**config.mk**
```make
export PLATFORM = sky130hd
export DESIGN_NAME = key_debounce_multi
export DESIGN_NICKNAME = d
export VERILOG_FILES = /design/src/rtl/key_debounce_multi.sv
export SDC_FILE = /design/constraint.sdc
export NUM_CORES = 1
export LEC_CHECK = 0
export ABC_AREA = 1
export CORE_MARGIN = 2
export CORE_UTILIZATION = 57
export CTS_CLUSTER_DIAMETER = 150
export CTS_CLUSTER_SIZE = 28
export DETAILED_ROUTE_END_ITERATION = 10
export PLACE_DENSITY = 0.77
export REMOVE_ABC_BUFFERS = 1
export SETUP_SLACK_MARGIN = 0.02
export SYNTH_ARGS = -nofsm -noshare
export SYNTH_HDL_FRONTEND = slang
export SYNTH_SLANG_ARGS = --single-unit
export TNS_END_PERCENT = 20
```
**constraint.sdc**
```tcl
create_clock -name clk -period 4.4 [get_ports clk]
set_input_delay 0.66 -clock clk [delete_from_list [all_inputs] [get_ports clk]]
set_output_delay 0.66 -clock clk [all_outputs]
set_load 0.01 [all_outputs]
```
**src/rtl/key_debounce_multi.sv**
```systemverilog
// Multi-channel key debouncer: synchronises each raw key, debounces press and release,
// and publishes a clean level plus one-cycle press/release/long-press pulses.
module key_debounce_multi #(
    parameter int unsigned N_KEYS       = 4,
    parameter int unsigned DEBOUNCE_CYC = 500_000,
    parameter int unsigned LONG_CYC     = 50_000_000,
    parameter bit          ACTIVE_LOW   = 1'b1
) (
    input  logic              clk,
    input  logic              timer_rst,
    input  logic [N_KEYS-1:0] key_in,
    output logic [N_KEYS-1:0] key_level,
    output logic [N_KEYS-1:0] press_pulse,
    output logic [N_KEYS-1:0] release_pulse,
    output logic [N_KEYS-1:0] long_pulse
);

    localparam int unsigned MAX_CYC = (DEBOUNCE_CYC > LONG_CYC) ? DEBOUNCE_CYC : LONG_CYC;
    localparam int unsigned CW      = (MAX_CYC > 1) ? $clog2(MAX_CYC) : 1;
    localparam logic [CW-1:0] DEB_LAST  = CW'(DEBOUNCE_CYC - 1);
    localparam logic [CW-1:0] LONG_LAST = CW'(LONG_CYC - 1);

    typedef enum logic [1:0] {
        IDLE = 2'd0,
        FALL = 2'd1,
        HOLD = 2'd2,
        RISE = 2'd3
    } state_t;

    for (genvar i = 0; i < int'(N_KEYS); i++) begin : g_key
        logic          sync1;
        logic          sync2;
        logic          p;
        state_t        state;
        state_t        state_nxt;
        logic [CW-1:0] cnt;
        logic [CW-1:0] cnt_nxt;
        logic          long_done;
        logic          long_done_nxt;
        logic          level;
        logic          level_nxt;
        logic          press;
        logic          press_nxt;
        logic          rel;
        logic          rel_nxt;
        logic          lng;
        logic          lng_nxt;

        // Synchroniser resets to the released level so reset never looks like a press.
        always_ff @(posedge clk or posedge timer_rst) begin
            if (timer_rst) begin
                sync1 <= ACTIVE_LOW;
                sync2 <= ACTIVE_LOW;
            end else begin
                sync1 <= key_in[i];
                sync2 <= sync1;
            end
        end

        assign p = ACTIVE_LOW ? ~sync2 : sync2;

        always_ff @(posedge clk or posedge timer_rst) begin
            if (timer_rst) begin
                state     <= IDLE;
                cnt       <= '0;
                long_done <= 1'b0;
                level     <= 1'b0;
                press     <= 1'b0;
                rel       <= 1'b0;
                lng       <= 1'b0;
            end else begin
                state     <= state_nxt;
                cnt       <= cnt_nxt;
                long_done <= long_done_nxt;
                level     <= level_nxt;
                press     <= press_nxt;
                rel       <= rel_nxt;
                lng       <= lng_nxt;
            end
        end

        always_comb begin
            state_nxt     = state;
            cnt_nxt       = cnt;
            long_done_nxt = long_done;
            case (state)
                IDLE: begin
                    if (p) begin
                        state_nxt = FALL;
                        cnt_nxt   = '0;
                    end
                end
                FALL: begin
                    if (!p) begin
                        state_nxt = IDLE;
                        cnt_nxt   = '0;
                    end else if (cnt == DEB_LAST) begin
                        state_nxt     = HOLD;
                        cnt_nxt       = '0;
                        long_done_nxt = 1'b0;
                    end else begin
                        cnt_nxt = cnt + CW'(1);
                    end
                end
                HOLD: begin
                    if (!p) begin
                        state_nxt = RISE;
                        cnt_nxt   = '0;
                    end else if (!long_done && cnt == LONG_LAST) begin
                        long_done_nxt = 1'b1;
                    end else if (!long_done) begin
                        cnt_nxt = cnt + CW'(1);
                    end
                end
                RISE: begin
                    // long_done survives a rejected release bounce: no repeat long press
                    if (p) begin
                        state_nxt = HOLD;
                        cnt_nxt   = '0;
                    end else if (cnt == DEB_LAST) begin
                        state_nxt = IDLE;
                        cnt_nxt   = '0;
                    end else begin
                        cnt_nxt = cnt + CW'(1);
                    end
                end
                default: begin
                    state_nxt = IDLE;
                    cnt_nxt   = '0;
                end
            endcase
        end

        always_comb begin
            level_nxt = level;
            press_nxt = 1'b0;
            rel_nxt   = 1'b0;
            lng_nxt   = 1'b0;
            case (state)
                FALL: begin
                    if (p && cnt == DEB_LAST) begin
                        level_nxt = 1'b1;
                        press_nxt = 1'b1;
                    end
                end
                HOLD: begin
                    if (p && !long_done && cnt == LONG_LAST) begin
                        lng_nxt = 1'b1;
                    end
                end
                RISE: begin
                    if (!p && cnt == DEB_LAST) begin
                        level_nxt = 1'b0;
                        rel_nxt   = 1'b1;
                    end
                end
                default: begin
                    level_nxt = level;
                end
            endcase
        end

        assign key_level[i]     = level;
        assign press_pulse[i]   = press;
        assign release_pulse[i] = rel;
        assign long_pulse[i]    = lng;
    end

endmodule
```
==> results.rst, run 1 <==
.. list-table::
   :header-rows: 1

   * - Metric
     - Value
   * - Routed length per placed instance
     - 13.4 microns
   * - Total net switching power
     - 1360 uW
   * - Top_reg_cell synth
     - sky130_fd_sc_hd__dfrtp_1
   * - Clock root buffer
     - sky130_fd_sc_hd__clkbuf_16
   * - Area fraction in and, or, nand and nor cells after synthesis
     - about two fifths
   * - Buffers on Ports
     - 21
   * - Clock share of power
     - a little under two fifths
   * - Most frequent cells in the layout
     - 352 x sky130_fd_sc_hd__nand2_1, 206 x sky130_fd_sc_hd__nor2_1, 171 x sky130_fd_sc_hd__inv_1
   * - Vias in the first global route
     - around 7,300
   * - Gpl congestion
     - roughly 0.93
   * - Worst Setup Path Type
     - reg -> reg
   * - Hold Path Class
     - reg -> reg
   * - Max-capacitance violation count
     - 0
   * - Least-Margin Pin Slew
     - 0.835 ns
   * - Remaining routing DRC violations
     - 0
   * - Proportion of power drawn by flip-flops and latches
     - between 30% and 40%
   * - Headroom to the max-slew limit
     - 44.3%
   * - Yosys top cell area share
     - 37.4%
   * - Starting DRC count in detailed routing
     - just over 700
   * - Worst EP required
     - between 4 and 5 ns
   * - Number of primary I/O pins
     - 22
   * - HPWL after detailed placement
     - ~14,000 microns
   * - Post-CTS setup buffers
     - 0
   * - LEAKAGE
     - approximately 0.0045 uW
   * - Power, Total
     - ~3900 uW
   * - Synth Area in Compound Gates
     - around 6.7%
   * - XOR/XNOR Fraction of Synth Area
     - around 1.3%
   * - Clock sink count
     - 140
   * - Starting density of the core
     - 58.3%
   * - Crit-path slowest cell
     - sky130_fd_sc_hd__dfrtp_1
   * - Commonest non-fill, non-tap cell in the layout
     - sky130_fd_sc_hd__nand2_1
   * - Via-per-instance ratio
     - around 5.3
   * - Largest cells by area after synthesis
     - sky130_fd_sc_hd__dfrtp_1 37%, sky130_fd_sc_hd__nand2_1 15%, sky130_fd_sc_hd__nor2_1 8.8%
   * - Detailed-route wire length
     - 19,900 microns
   * - Combinational power share
     - 25.3%
   * - Worst Skew
     - slightly below 0.01 ns
   * - Setup TNS
     - 0 ns
   * - Final critical-path share of the clock period
     - about half
   * - Layout cell share with drive strength beyond 1
     - between 10% and 20%
   * - # nets final
     - roughly 1,300
   * - Slowest stage delay, CP
     - 0.39 ns
   * - CTS clock-pin slew for the worst setup and hold paths
     - 0.06 ns
   * - Overall die area
     - around 17,000 sq um
   * - Result of the run
     - finished clean
   * - Die width
     - around 130 microns
   * - Main combinational cell family by area after synthesis
     - simple AND/OR/NAND/NOR gates
   * - Placeable core region
     - 15,100 sq um
   * - Seq/Total Area, Yosys
     - 39.8%
   * - Routed Antenna Nets
     - 0
   * - Number of diodes added for antenna fixing
     - 0
   * - Number of H-tree levels
     - 4
   * - Clk buf depth
     - 2
   * - Pre-Repair DR Iteration Count
     - 6
   * - Final standard cell area without fillers
     - ~9700 sq um
   * - Share of synthesized area spent on multiplexers
     - 0%
   * - Number of enable-type register cells in the synthesized netlist
     - 0
   * - Async SR Flop Fraction
     - 100%
   * - Maximum net fanout on the critical path
     - 19
   * - Number of stages on the worst hold path
     - 0
   * - Cell area after technology mapping
     - 8830 sq um
   * - Finish-stage setup viols
     - 0
   * - Vias after detailed routing
     - between 7,000 and 8,000
   * - Cell area power density
     - between 400 and 500 nW/um^2
   * - Instance area at placement
     - slightly above 9000 sq um
   * - First-pass GRT wire length
     - about 34,000 microns
   * - Yosys warnings
     - 0
   * - Min Tclk post-route
     - roughly 2.2 ns
   * - Cell type with the highest aggregate area in the netlist
     - sky130_fd_sc_hd__dfrtp_1
   * - Insertion delay to the later sink of the worst-skew pair
     - approximately 0.43 ns
   * - Top achievable clock speed
     - 460 MHz
   * - Cell occurring most often along the worst timing path
     - sky130_fd_sc_hd__nand2_1
   * - Cts bufs inserted
     - 17
   * - Net Sw Frac
     - a little over a third
   * - Setup repair after global routing missed its margin
     - no
   * - Worst setup EP type
     - flip-flop
   * - Startpoint of the lowest-slack hold path
     - g_key[3].sync1$_DFF_PP1_
   * - Average instance area after synthesis
     - ~6.9 sq um
   * - Fin. max-slew vios
     - 0
   * - Number of synthesized register bits
     - 140
   * - Worst r2r path cells
     - 10
   * - Count of unique library cells instantiated by Yosys
     - between 40 and 50
   * - Count of hold-fix buffers inserted at cts
     - 0
   * - Antenna violations before repair
     - 0
   * - Maximum VDD drop
     - 0.000329 V
   * - Adder-cell share of the synthesized area
     - 0.567%
   * - R2R setup slack
     - about 2.2 ns
   * - Global-route usage over all layers
     - about 25%
   * - CP Cell Sequence
     - ha_1 -> nand3_1 -> nor2_2 -> nand2_1 -> nor2_1 -> nand2_2 -> nand2_4 -> inv_2 -> nand2_1 -> o21ai_0
   * - TritonCTS clock tree
     - built
   * - Element type at the critical path start
     - flip-flop
   * - Gate count after technology mapping
     - roughly 1,300
   * - RR Startpoint
     - g_key[2].cnt[0]$_DFFE_PP0P_
   * - Worst hold path endpoint
     - g_key[3].sync2$_DFF_PP1_
   * - Growth of design area from synthesis to finish
     - 9.63%
   * - Cells resized by post-CTS repair
     - 0
   * - Floorplan row count
     - 45
   * - Internal power consumption
     - 2570 uW
   * - Remaining global-route overflow
     - 0
   * - Maximum number of pins on one net before global-route repair
     - between 90 and 100
   * - Worst R2R End
     - g_key[2].cnt[2]$_DFFE_PP0P_
   * - Count of endpoints failing hold in the final timing report
     - 0
   * - Chip height
     - 128 microns
   * - Data arrival time of the worst path
     - ~2.5 ns
[layer usage]
metal	vias up	GRT usage, %	wire (microns)
li1	4020	-	-
met1	3596	35.5	9100
met2	263	40.5	9340
met3	31	5.36	1240
met4	0	7.54	257
met5	-	0	0
[state kept, by name, indices dropped and copies added (netlist names), named ones only]
signal           flops
g_key.sync2          4
g_key.press          4
g_key.sync1          4
g_key.lng            4
g_key.level          4
g_key.cnt          104
g_key.rel            4
g_key.long_done      4
g_key.state          4
[area by class of cell]
class                           count  area (sq um)
Timing Repair Buffer               23           225
Sequential cell                   140          3510
Inverter                          199           761
Multi-Input combinational cell    905          4330
Fill cell                        1382          5460
Clock inverter                      5          78.8
Clock buffer                       27           543
Tap cell                          188           235
[cells in the mapped netlist, drive strengths merged, types with 11 or more instances]
master and number:
a21oi 17, o21bai 15, o22ai 11, xor2 11, nor3 24, nand4 37, nand3 120, nor2 229
o21ai 50, dfrtp 132, nand2 367, buf 29, inv 191
[power groups by stage]
stage,clock network (uW),registers (uW),logic [uW]
after global routing,1560,1460,1140
after detailed placement,0,1470,982
after CTS,1510,1450,996
after floorplan,0,1450,737
after global placement,0,1470,967
final,1490,1450,995
[logic make-up (layout without fill, tap and decap cells)]
family	count (synthesis)	count (layout)
simple gates	791	791
buf+inv	228	254
flops	140	140
compound gates	97	97
xor+xnor	13	13
fa+ha+maj	4	4
[through the flow]
step | cells | hold slack [ns] | setup WS (ns) | util (%)
floorplan | 1244 | 0.345 | 0.000371 | -
global placement | 1455 | 0.346 | 2.20 | 59.8
detailed placement | 1455 | 0.347 | 2.19 | 59.8
CTS | 1487 | 0.350 | 2.26 | 63.9
global route | 1487 | 0.357 | 1.96 | 63.9
finish | 1487 | 0.349 | 2.23 | 63.9
[worst max path at each step]
| stage | start | endpoint | slack, ns | cells after the start |
|---|---|---|---|---|
| 2_1_floorplan | timer_rst | async pin | 0.0004 | 1 |
| 3_3_place_gp | timer_rst | g_key[0].sync2$_DFF_PP1_ | 2.20 | 3 |
| 3_5_place_dp | timer_rst | g_key[0].sync2$_DFF_PP1_ | 2.19 | 3 |
| 4_1_cts | g_key[2].cnt[0]$_DFFE_PP0P_ | g_key[2].cnt[0]$_DFFE_PP0P_ | 2.26 | 10 |
| 5_1_grt | g_key[2].cnt[1]$_DFFE_PP0P_ | g_key[2].cnt[2]$_DFFE_PP0P_ | 1.96 | 10 |
| 6_report | g_key[2].cnt[0]$_DFFE_PP0P_ | g_key[2].cnt[2]$_DFFE_PP0P_ | 2.23 | 10 |
[worst max-delay path, delay by kind of cell (launching register included)]
| family | cells | cell delay (ns) |
|---|---|---|
| AOI/OAI and AO/OA | 1 | 0.11 |
| adders and majority gates | 1 | 0.22 |
| buffers and inverters | 1 | 0.20 |
| DFF | 1 | 0.39 |
| and+or+nand+nor | 7 | 1.12 |
No activity file was read; power rests on OpenSTA's default activity.
==> run 2: changes to the inputs <==
- CORE_UTILIZATION: 57 -> 63
- PLACE_DENSITY: 0.77 -> 0.81
- clock period: 4.4 -> 2.05 ns (I/O delays scaled with it)
==> run 2 against run 1 <==
Against the previous run:
- wire length is 6.4% higher
- sequential power is 120% higher
- clock skew is 0.0019 ns lower
- setup slack worse by 2.1 ns
- via count is 4.0% higher
- non-clock buffer count is 17 higher
- die area is 9.2% lower
- power is 120% higher
- cell count is 0.61% higher
- core utilization is 8.4 points higher
==> results.rst, run 2 (synthesis gave the netlist of run 1 again) <==
.. list-table::
   :header-rows: 1

   * - Metric
     - Value
   * - Min Tclk post-route
     - 1.91 ns (-0.262 ns)
   * - Vias after detailed routing
     - 8,226 (+4.0%)
   * - Post-CTS setup buffers
     - 0 (unchanged)
   * - Worst Setup Path Type
     - reg -> reg
   * - Worst setup EP type
     - flip-flop
   * - Number of primary I/O pins
     - 22 (unchanged)
   * - Cell occurring most often along the worst timing path
     - sky130_fd_sc_hd__nand2_1
   * - Final standard cell area without fillers
     - 9970 sq um (+2.9%)
   * - Overall die area
     - 15,000 sq um (-9.2%)
   * - Chip height
     - 122 microns (-4.7%)
   * - R2R setup slack
     - 0.14 ns (-2.09 ns)
   * - Via-per-instance ratio
     - 5.50 (+3.4%)
   * - CP Cell Sequence
     - ha_2 -> nand3_2 -> nor2_4 -> nand2_1 -> inv_1 -> nand3_4 -> nand2_8 -> buf_4 -> nor2_1 -> nand2_1 -> nand2_1 -> nor2_1
   * - Number of H-tree levels
     - 4 (unchanged)
   * - Crit-path slowest cell
     - sky130_fd_sc_hd__dfrtp_1
   * - Antenna violations before repair
     - 0 (unchanged)
   * - Slowest stage delay, CP
     - 0.38 ns (about the same)
   * - Cells resized by post-CTS repair
     - 0 (unchanged)
   * - Die width
     - 122 microns (-4.7%)
   * - Top cell family by delay on the critical path
     - simple AND/OR/NAND/NOR gates
   * - Result of the run
     - finished clean
   * - Pre-Repair DR Iteration Count
     - 6 (unchanged)
   * - Clk buf depth
     - 2 (unchanged)
   * - Cell area power density
     - 887 nW/um^2 (+120%)
   * - First-pass GRT wire length
     - 35,500 microns (+4.0%)
   * - Hold Path Class
     - in -> async
   * - # nets final
     - 1,313 (+1.3%)
   * - Starting density of the core
     - 64.1% (+5.8 points)
   * - LEAKAGE
     - 0.00458 uW (+2.5%)
   * - Headroom to the max-slew limit
     - 68.2% (+24 points)
   * - Remaining global-route overflow
     - 0 (unchanged)
   * - Floorplan row count
     - 43 (-4.4%)
   * - Remaining routing DRC violations
     - 0 (unchanged)
   * - Starting DRC count in detailed routing
     - 886 (+22%)
   * - Register bank with the most flops
     - g_key.cnt
   * - Least-Margin Pin Slew
     - 0.473 ns (-0.363 ns)
   * - Clock sink count
     - 140 (unchanged)
   * - Most frequent cells in the layout
     - 346 x sky130_fd_sc_hd__nand2_1, 202 x sky130_fd_sc_hd__nor2_1, 171 x sky130_fd_sc_hd__inv_1
   * - Maximum number of pins on one net before global-route repair
     - 41 (-59%)
   * - Growth of design area from synthesis to finish
     - 12.8%
   * - CTS clock-pin slew for the worst setup and hold paths
     - 0.06 ns (about the same)
   * - Layout cell share with drive strength beyond 1
     - 12.6% (+2.5 points)
   * - Commonest non-fill, non-tap cell in the layout
     - sky130_fd_sc_hd__nand2_1
   * - Final critical-path share of the clock period
     - 93.2% (+44 points)
   * - Vias in the first global route
     - 7,687 (+5.5%)
   * - Global-route usage over all layers
     - 29.7% (+4.2 points)
   * - Routed length per placed instance
     - 14.2 microns (+5.8%)
   * - HPWL after detailed placement
     - 14,700 microns (+5.9%)
   * - Cts bufs inserted
     - 17 (unchanged)
   * - Clock root buffer
     - sky130_fd_sc_hd__clkbuf_16
   * - Filler Cell Count
     - 1,164 (-16%)
   * - Buf/Inv on CP
     - 2 (+1)
   * - Count of endpoints failing hold in the final timing report
     - 0 (unchanged)
   * - Top achievable clock speed
     - 523 MHz (+14%)
   * - Max-capacitance violation count
     - 0 (unchanged)
   * - Placeable core region
     - 13,800 sq um (-9.1%)
   * - Fin. max-slew vios
     - 0 (unchanged)
   * - Worst EP required
     - 2.41 ns (-2.30 ns)
   * - Finish-stage setup viols
     - 0 (unchanged)
   * - Buffers on Ports
     - 21 (unchanged)
   * - Power, Total
     - 8850 uW (+120%)
   * - Data arrival time of the worst path
     - 2.27 ns (-0.21 ns)
   * - TritonCTS clock tree
     - built
   * - Maximum net fanout on the critical path
     - 9 (-10)
   * - Count of hold-fix buffers inserted at cts
     - 0 (unchanged)
   * - Setup repair after global routing missed its margin
     - yes
   * - Gpl congestion
     - 0.986 (+5.5%)
   * - Worst Skew
     - 0.00803 ns (-0.00185 ns)
   * - Number of flip-flops under the largest register name
     - 104 (unchanged)
   * - Element type at the critical path start
     - flip-flop
   * - Detailed-route wire length
     - 21,200 microns (+6.4%)
   * - Instance area at placement
     - 9210 sq um (+1.6%)
   * - Routed Antenna Nets
     - 0 (unchanged)
   * - Maximum VDD drop
     - 0.000694 V (+110%)
   * - Insertion delay to the later sink of the worst-skew pair
     - 0.42 ns (about the same)
   * - Number of diodes added for antenna fixing
     - 0 (unchanged)
==> run 2: stage by stage <==
step / hold slack [ns] / TNS, ns / utilization, % / setup WS (ns) / std cells
2_1_floorplan: 0.312 / -271.46 / - / -2.00 / 1244
3_3_place_gp: 0.346 / 0 / 66.8 / 0.131 / 1464
3_5_place_dp: 0.347 / 0 / 66.8 / 0.0683 / 1464
4_1_cts: 0.277 / 0 / 71.6 / 0.0400 / 1496
5_1_grt: 0.283 / -0.143 / 72.4 / -0.0247 / 1496
6_report: 0.262 / 0 / 72.4 / 0.139 / 1496
==> run 2: worst paths after layout <==
check,start,end,cells after the start
hold / removal,timer_rst,g_key[0].cnt[13]$_DFFE_PP0P_,2
min in group clk,key_in[1],g_key[1].sync1$_DFF_PP1_,1
hold reg to reg,g_key[2].sync1$_DFF_PP1_,g_key[2].sync2$_DFF_PP1_,0
setup / recovery,g_key[1].cnt[1]$_DFFE_PP0P_,g_key[1].cnt[11]$_DFFE_PP0P_,12
setup reg to reg,g_key[1].cnt[1]$_DFFE_PP0P_,g_key[1].cnt[11]$_DFFE_PP0P_,12
max in group asynchronous,timer_rst,g_key[0].rel$_DFF_PP0_,3
==> run 2: routing by layer <==
metal,track usage [%],share of wire [%],vias up
met4,7.40,1.3,0
met1,40.4,44,3820
met2,48.6,48,318
li1,-,-,4059
met3,6.55,6.4,29
met5,0,0,-
==> run 2: report_power, final <==
part	leakage [uW]	total [uW]	switching, uW	internal, uW
logic	0.00236	2300	1660	633
registers	0.00191	3120	184	2930
clock network	0.000317	3430	1210	2220
==> run 2: layout make-up <==
class	count	area [sq um]	area share, %
Multi-Input combinational cell	905	4430	44.4
Sequential cell	140	3510	35.3
Clock inverter	11	190	1.91
Timing Repair Buffer	40	382	3.83
Clock buffer	21	460	4.62
Tap cell	180	225	2.26
Inverter	199	769	7.72
==> run 2: worst reg2reg max path: stages, from the launching register on <==
cell                      delay [ns]
sky130_fd_sc_hd__dfrtp_1        0.38
sky130_fd_sc_hd__ha_2           0.23
sky130_fd_sc_hd__nand3_2        0.15
sky130_fd_sc_hd__nor2_4         0.13
sky130_fd_sc_hd__nand2_1        0.10
sky130_fd_sc_hd__inv_1          0.12
sky130_fd_sc_hd__nand3_4        0.17
sky130_fd_sc_hd__nand2_8        0.14
sky130_fd_sc_hd__buf_4          0.17
sky130_fd_sc_hd__nor2_1         0.05
sky130_fd_sc_hd__nand2_1        0.06
sky130_fd_sc_hd__nand2_1        0.04
sky130_fd_sc_hd__nor2_1         0.09
==> run 3: changes to the inputs <==
- CORE_MARGIN: 2 -> 4
==> run 3 against run 2 <==
Against the previous run:
- maximum frequency fell by 0.89%
- hold slack barely moved
- register-to-register slack got worse by 0.02 ns
- critical path depth fell by 2
- largest power group unchanged
==> results.rst, run 3 (synthesis gave the netlist of run 1 again) <==
.. list-table::
   :header-rows: 1

   * - Metric
     - Value
   * - Number of placed cells counting well taps
     - 1,462 (-0.14%)
   * - Top achievable clock speed
     - 519 MHz (-0.89%)
   * - Met1 layer usage reported by global route
     - 36.4% (-4.0 points)
   * - Pre-Repair DR Iteration Count
     - 6 (unchanged)
   * - Max-capacitance violation count
     - 0 (unchanged)
   * - Via-per-instance ratio
     - 5.52 (+0.30%)
   * - Final standard cell area without fillers
     - 9980 sq um (+0.15%)
   * - Headroom to the max-slew limit
     - 66.3% (-2.0 points)
   * - Insertion delay to the later sink of the worst-skew pair
     - 0.43 ns (about the same)
   * - Most frequent cells in the layout
     - 346 x sky130_fd_sc_hd__nand2_1, 202 x sky130_fd_sc_hd__nor2_1, 170 x sky130_fd_sc_hd__inv_1
   * - Fraction of met3 tracks used by global routing
     - 4.51% (-2.0 points)
   * - Routed length per placed instance
     - 14.2 microns (+0.14%)
   * - Starting DRC count in detailed routing
     - 857 (-3.3%)
   * - Final standard cell utilization of the core
     - 72.2% (-0.17 points)
   * - Crit-path slowest cell
     - sky130_fd_sc_hd__dfrtp_1
   * - Vias in the first global route
     - 7,737 (+0.65%)
   * - Floorplan row count
     - 43 (unchanged)
   * - Min Tclk post-route
     - 1.93 ns (+0.0172 ns)
   * - Slowest stage delay, CP
     - 0.38 ns (about the same)
   * - Layout cell share with drive strength beyond 1
     - 13.0% (+0.43 points)
   * - Cts bufs inserted
     - 17 (unchanged)
   * - Number of diodes added for antenna fixing
     - 0 (unchanged)
   * - Chip height
     - 126 microns (+3.3%)
   * - Maximum VDD drop
     - 0.000800 V (+15%)
   * - Number of flip-flops under the largest register name
     - 104 (unchanged)
   * - Clock sink count
     - 140 (unchanged)
   * - Cell area power density
     - 877 nW/um^2 (-1.1%)
   * - Growth of design area from synthesis to finish
     - 13.0%
   * - Vias after detailed routing
     - 8,267 (+0.50%)
   * - Count of endpoints failing hold in the final timing report
     - 0 (unchanged)
   * - Power, Total
     - 8760 uW (-0.97%)
   * - Routed Antenna Nets
     - 0 (unchanged)
   * - Starting density of the core
     - 63.9% (-0.25 points)
   * - Fraction of met2 tracks used by global routing
     - 44.6% (-4.0 points)
   * - HPWL after detailed placement
     - 15,100 microns (+2.9%)
   * - Global-route usage over all layers
     - 27.0% (-2.7 points)
   * - Final critical-path share of the clock period
     - 94.1% (+0.84 points)
   * - Cell occurring most often along the worst timing path
     - sky130_fd_sc_hd__nor2_2
   * - Clock root buffer
     - sky130_fd_sc_hd__clkbuf_16
   * - Setup repair after global routing missed its margin
     - yes
   * - TritonCTS clock tree
     - built
   * - Overall die area
     - 16,000 sq um (+6.6%)
   * - CP Cell Sequence
     - ha_2 -> nand2_1 -> nor2_2 -> nand2_2 -> nor2_2 -> nand3_2 -> nand2_4 -> nand3_4 -> inv_6 -> nor2_1
   * - First-pass GRT wire length
     - 35,700 microns (+0.52%)
   * - Layer carrying the most global-route usage
     - met2
   * - Detailed-route wire length
     - 21,300 microns (+0.34%)
   * - Worst setup EP type
     - flip-flop
   * - R2R setup slack
     - 0.12 ns (-0.02 ns)
   * - # nets final
     - 1,316 (+0.23%)
   * - CTS clock-pin slew for the worst setup and hold paths
     - 0.06 ns (about the same)
   * - LEAKAGE
     - 0.00457 uW (-0.13%)
   * - Gpl congestion
     - 0.938 (-4.8%)
   * - Finish-stage setup viols
     - 0 (unchanged)
   * - Maximum net fanout on the critical path
     - 9 (unchanged)
   * - Least-Margin Pin Slew
     - 0.502 ns (+0.0295 ns)
   * - Count of non-filler cells in the finished layout
     - 1,499 (+0.20%)
   * - Worst Skew
     - 0.00621 ns (-0.00183 ns)
   * - Remaining routing DRC violations
     - 0 (unchanged)
   * - Maximum number of pins on one net before global-route repair
     - 41 (unchanged)
   * - Remaining global-route overflow
     - 0 (unchanged)
   * - Worst EP required
     - 2.36 ns (-0.05 ns)
   * - Hold slack final
     - 0.263 ns (+0.000490 ns)
   * - Element type at the critical path start
     - flip-flop
   * - Buffers on Ports
     - 21 (unchanged)
   * - Result of the run
     - finished clean
   * - Number of primary I/O pins
     - 22 (unchanged)
   * - Placeable core region
     - 13,800 sq um (+0.39%)
   * - Clk buf depth
     - 2 (unchanged)
   * - Register bank with the most flops
     - g_key.cnt
   * - Commonest non-fill, non-tap cell in the layout
     - sky130_fd_sc_hd__nand2_1
   * - Fin. max-slew vios
     - 0 (unchanged)
   * - Die width
     - 126 microns (+3.3%)
   * - Instance area at placement
     - 9190 sq um (-0.16%)
   * - Data arrival time of the worst path
     - 2.24 ns (-0.03 ns)
   * - Worst Setup Path Type
     - reg -> reg
   * - Number of H-tree levels
     - 4 (unchanged)
   * - Antenna violations before repair
     - 0 (unchanged)
   * - Hold Path Class
     - in -> async
-- run 3: cell types whose count changed in the layout (fill, tap and decap cells not counted), moves of 2 or more --
| cell | delta |
|---|---|
| sky130_fd_sc_hd__nor2_2 | +2 |
| sky130_fd_sc_hd__inv_4 | -2 |
| sky130_fd_sc_hd__ha_2 | +2 |
| sky130_fd_sc_hd__nor2_4 | -2 |
| sky130_fd_sc_hd__inv_6 | +3 |
| sky130_fd_sc_hd__ha_1 | -2 |
| sky130_fd_sc_hd__clkinvlp_4 | +3 |
| sky130_fd_sc_hd__bufinv_16 | -2 |
| sky130_fd_sc_hd__buf_4 | +2 |
| sky130_fd_sc_hd__clkinv_4 | -2 |
-- run 3: final timing paths --
path	startpoint	endpoint	depth (start not counted)
min in group clk	key_in[1]	g_key[1].sync1$_DFF_PP1_	1
min	timer_rst	g_key[0].cnt[0]$_DFFE_PP0P_	2
max in group asynchronous	timer_rst	g_key[3].cnt[25]$_DFFE_PP0P_	3
min reg2reg	g_key[3].sync1$_DFF_PP1_	g_key[3].sync2$_DFF_PP1_	0
max reg2reg	g_key[0].cnt[0]$_DFFE_PP0P_	g_key[0].cnt[23]$_DFFE_PP0P_	10
max	g_key[0].cnt[0]$_DFFE_PP0P_	g_key[0].cnt[23]$_DFFE_PP0P_	10
-- run 3: per-stage QoR --
stage	setup WS (ns)	TNS [ns]
floorplan	-2.00	-271.46
global placement	0.149	0
detailed placement	0.0579	0
CTS	0.0310	0
global route	-0.0157	-0.0514
finish	0.121	0
-- run 3: timing repair --
item                       in CTS  in global routing
setup endpoints to repair       0                 95
hold buffers                    0                  0
buffers inserted                0                  5
gates resized for setup         0                 36
-- run 3: power breakdown --
part,total [uW],switching [uW],internal (uW)
Sequential,3120,187,2930
Combinational,2420,1710,704
Clock,3220,1220,2010
-- run 3: routing by layer --
metal | vias to the layer above | wire (microns) | share of wire (%)
li1 | 4063 | - | -
met1 | 3832 | 9190 | 43
met2 | 326 | 10300 | 49
met3 | 46 | 1340 | 6.3
met4 | 0 | 426 | 2.0
met5 | - | 0 | 0
-- run 3: final cells by class --
cell class | count | area, sq um
Multi-Input combinational cell | 905 | 4440
Tap cell | 180 | 225
Timing Repair Buffer | 43 | 417
Fill cell | 1073 | 3840
Inverter | 199 | 774
Sequential cell | 140 | 3510
Clock inverter | 10 | 139
Clock buffer | 22 | 474
-- run 3: critical path: cells and delay by family (launching register included) --
kind	cells	cell delay, ns
buf+inv	1	0.15
flops	1	0.38
fa+ha+maj	1	0.22
simple gates	8	1.06
